[src/rtl/sat_counter.sv]
// Saturating up-counter with synchronous clear; clear takes priority over increment.
module sat_counter #(
    parameter int unsigned WIDTH = 16
) (
    input  logic             clk,
    input  logic             rst_n,
    input  logic             clr,
    input  logic             inc,
    output logic [WIDTH-1:0] count
);

    logic [WIDTH-1:0] count_q;

    always_ff @(posedge clk or negedge rst_n) begin
        if (!rst_n) begin
            count_q <= '0;
        end else if (clr) begin
            count_q <= '0;
        end else if (inc && (count_q != '1)) begin
            count_q <= count_q + WIDTH'(1);
        end
    end

    assign count = count_q;

endmodule

[config.mk]
export PLATFORM = sky130hd
export DESIGN_NAME = sat_counter
export DESIGN_NICKNAME = d
export VERILOG_FILES = /design/src/rtl/sat_counter.sv
export SDC_FILE = /design/constraint.sdc
export NUM_CORES = 1
export LEC_CHECK = 0
export CORE_MARGIN = 2
export CORE_UTILIZATION = 35
export DETAILED_ROUTE_END_ITERATION = 12
export PLACE_DENSITY = 0.68
export SYNTH_ARGS = -nofsm -noshare
export SYNTH_HDL_FRONTEND = slang
export SYNTH_SLANG_ARGS = --single-unit
[constraint.sdc]
create_clock -name clk -period 2.5 [get_ports clk]
set_clock_uncertainty 0.1 [all_clocks]
set_input_delay 0.5 -clock clk [delete_from_list [all_inputs] [get_ports clk]]
set_output_delay 0.5 -clock clk [all_outputs]
set_load 0.01 [all_outputs]
# Word level (Yosys, flattened, before mapping)
# Cells that the tools add are included.
[word_totals] reg_bits=16 inputBits=4 output_inout_bits=16 elab_cells=7
[classes] n_addsub=1 n_eq_ne=1 n_mux=2 n_reduce_logical=2
[op_table] operator="16-bit two-way mux" n=2
[op_table] operator="16-bit by 1-bit adder with 16-bit output (second input constant)" n=1
[op_table] operator="16-bit != test (second input constant)" n=1
[op_table] operator="2-bit nonzero test" n=1
[op_table] operator="1-bit logical AND" n=1

# Depth between registers and ports, before layout
[logic_depth] depth_word=4 depth_mapped=6 ltp_nobuf=5

# Least setup slack after synthesis
# Ideal clock, no wire load.
[synth_timing] path_kind="register -> register" startpoint="reg count_q[0] (netlist: count[0])" endpoint="reg count_q[15] (netlist: count[15])" setup_ns=0.128 arrival_time_ns=1.670 required_time_ns=2.272 slack_ns=0.602 stages_incl_launch_ff=6 path_buffers=0 period_less_slack_ns=1.898 path_cell_list="dfrtp_1 -> ha_1 -> nand4_2 -> nor4_4 -> nor4_1 -> mux2_1"
[synth_between] elab_chain_len=3 word_cells_on_any_way=6 cone_classes="add/sub: 1; eq/ne: 1; mux: 2; reduce/logical: 2"
[synth_lines] element="start: declaration" line_no="12" text="logic [WIDTH-1:0] count_q;"
[synth_lines] element="start signal: assignment" line_no="20" text="count_q <= count_q + WIDTH'(1);"
[synth_lines] element="16-bit by 1-bit adder with 16-bit output / 16-bit != test (equally long branches)" line_no="20, 19"
[synth_lines] element="16-bit two-way mux / 1-bit logical AND (equally long branches)" line_no="19" text="end else if (inc && (count_q != '1)) begin"
[synth_lines] element="16-bit two-way mux / 2-bit nonzero test (equally long branches)"
# Parallel ways exist; a longest one is shown, timed or not. The select of a mux whose other input is x is not followed.
# A chain may end at the register's enable or synchronous reset.

# Worst setup path after layout
[layout_timing] startpoint="reg count_q[0] (netlist: count[0])" endpoint="reg count_q[11] (netlist: count[11])"
# The elaborated chain is that of the path after synthesis.

==> summary.md <==
| Metric | Value |
|---|---|
| Fin. max-slew vios | `0` |
| Vias per cell | `between 5 and 6` |
| Min-delay worst type | `register to register` |
| Endpoint class of the critical path | `register` |
| Die height | `55.9 um` |
| Antenna Nets Post-Route | `0` |
| Total wire length | `around 2.2 mm` |
| Worst hold slack | `0.520 ns` |
| Met1 Use GR | `roughly 17%` |
| CORE AREA | `2520 um^2` |
| GRT Resource Usage Total | `14.5%` |
| CTS max path bufs | `2` |
| Peak supply drop | `0.000396 V` |
| Multi-input logic area | `504 um^2` |
| # nets final | `124` |
| Cts repair resizes | `0` |
| Register bit total from synthesis | `16` |
| Ys flop type | `dfrtp_1` |
| Initial antenna violation count | `0` |
| Worst setup SP type | `register` |
| Placed insts | `144` |
| Total Neg Setup Slack | `0 ns` |
| Final GP Congestion | `0.753` |
| Final min period | `2.12 ns` |
| Cts bufs inserted | `3` |
| Global-route wire length before repair | `3.69 mm` |
| Max Freq | `about 0.47 GHz` |
| Setup violations, final | `0` |
| Mapped Cells | `98` |
| First-pass detailed-route iteration total | `4` |
| P&R area growth vs syn | `25.4%` |
| Ports | `20` |
| Commonest non-fill, non-tap cell in the layout | `clkdlybuf4s50_1` |
| CP Capture Point | `count[11]` |
| Power share of the clock group | `31.8%` |
| Internal | `0.330 mW` |
| Combinational power share | `7.9%` |
| Routed len/inst | `roughly 15 um` |
| Mapped cell area | `942 um^2` |
| Arr. time, crit path | `about 2.2 ns` |
| Worst Path Required | `about 2.6 ns` |
| Clock Sinks | `16` |
| Die width | `55.9 um` |
| Met2 GRT Util | `26.0%` |
| Grt peak-use layer | `met2` |
| Hold Path Origin | `count[6]` |
| Switching pwr | `between 0.1 and 0.15 mW` |
| Seq pwr share | `60.3%` |
| # port buffers | `19` |
| Remaining DRCs | `0` |
| Async SR Flop Fraction | `100%` |
| Largest net degree at the start of global routing | `23` |
| Syn nets | `103` |
| Dpl ws | `0.149 ns` |
| Dpl hpwl | `1.54 mm` |
| Switching share of power | `24.6%` |
| CTS tree | `built` |
| Root Buffer | `clkbuf_4` |
| Vias in the first global route | `820` |
| Slew HR | `~50%` |
| Setup bufs post-CTS | `0` |
| FF-to-FF End | `count[11]` |
| Core Rows | `18` |
| H-tree lvl count | `1` |
| Sequential share of the synthesized area | `42.5%` |
| Critical path type | `register to register` |
| Worst Max-Slew Pin Slew | `0.758 ns` |
| Reg2reg path depth | `5` |
| Run status | `finished clean` |
| DR vias | `~880` |
| Final Instance Count excl. Fillers | `147` |
| Congestion Overflow GR | `0` |
| Layout cell share with drive strength beyond 1 | `12.0%` |
| Most frequent cells in the layout | `19 x clkdlybuf4s50_1, 16 x dfrtp_1, 11 x a21oi_1` |
| RSZ-0062 raised after global routing | `false` |
| Slack of the worst reg-to-reg path | `0.38 ns` |
| Synth warn | `0` |
| Inserted Diodes | `0` |
| # fillers | `261` |
| Fin crit share | `84.7%` |
| Clk_lat worst skew | `0.29 ns` |
| Syn avg cell area | `9.61 um^2` |
| GRT met3 Usage | `5.12%` |
| Post-CTS Hold Fix Bufs | `0` |
| Slack of the critical path | `0.381 ns` |
| Register area | `400 um^2` |
| Starting DRT DRC Count | `26` |
| Unique masters post-synth | `28` |
| Post-synth EDFFs | `0` |
| Starting Density | `~37%` |
| Crit path launch | `count[0]` |
| # Max-Cap Violations | `0` |
| CP Max Fanout | `10` |
| Final Hold Vio Count | `0` |
| Leakage dissipation | `0.462 nW` |
| Die area | `3120 um^2` |
| PD cells | `371 nW/um^2` |
| R2r startpoint | `count[0]` |
| Largest register FFs | `16` |
| Clk slew on worst S/H paths | `0.09 ns` |
==> how the worst min path moves through the flow <==
stage                            to  slack [ns]  cells after the start
after floorplan            count[0]        0.10                      0
after global placement    count[14]        0.49                      2
after detailed placement  count[14]        0.50                      2
after CTS                 count[14]        0.51                      2
after global routing      count[12]        0.55                      2
final                      count[6]        0.52                      2
==> power by group through the flow <==
stage	logic (mW)	clock network [mW]	registers (mW)
after detailed placement	0.0348	0	0.269
final	0.0347	0.139	0.264
after global placement	0.0336	0	0.269
after CTS	0.0350	0.146	0.264
after floorplan	0.0146	0	0.270
after global routing	0.0383	0.159	0.265
==> stage by stage <==
step	instance area (um^2)	total power, mW	utilization (%)
floorplan	942	0.284	-
global placement	1160	0.303	45.9
detailed placement	1160	0.304	45.9
CTS	1180	0.445	46.8
global route	1180	0.462	46.8
finish	1180	0.438	46.8
==> critical path, stage by stage (launching register included) <==
cell     delay, ns
dfrtp_1       0.45
ha_1          0.26
nand4_2       0.14
nor4_4        0.57
nor4_1        0.15
mux2_1        0.34
==> kinds of logic after synthesis <==
| family | after synthesis | share of synthesized area (%) |
|---|---|---|
| and+or+nand+nor | 45 | 31.2 |
| AOI/OAI and AO/OA | 24 | 16.2 |
| buffers and inverters | 8 | 3.98 |
| DFF | 16 | 42.5 |
| muxes | 4 | 4.78 |
| adders and majority gates | 1 | 1.33 |
==> metal layers <==
layer  up-vias  part of all wire [%]
met5         -                     0
met4         0                     0
met3         0                   5.2
met2        25                    49
met1       434                    46
li1        420                     -
==> area by class of cell <==
cell class                      count  share of cell area [%]
Timing Repair Buffer               21                    17.4
Clock buffer                        3                    1.91
Inverter                            3                   0.953
Tap cell                           30                    3.18
Multi-Input combinational cell     74                    42.7
Sequential cell                    16                    33.9
==> synth_stat cells (3+ instances only) <==
cell type	n	area share, %
a21oi_1	11	5.8
clkbuf_1	4	1.6
dfrtp_1	16	42
inv_1	3	1.2
mux2_1	4	4.8
nand2_1	6	2.4
nand3_1	3	1.6
nand4_1	6	4.0
nor2_1	4	1.6
nor2b_1	4	2.7
nor4_1	4	2.7
o21ai_1	3	1.6
o31ai_1	7	5.6
or4_1	5	4.0
No activity file was read; power rests on OpenSTA's default activity.
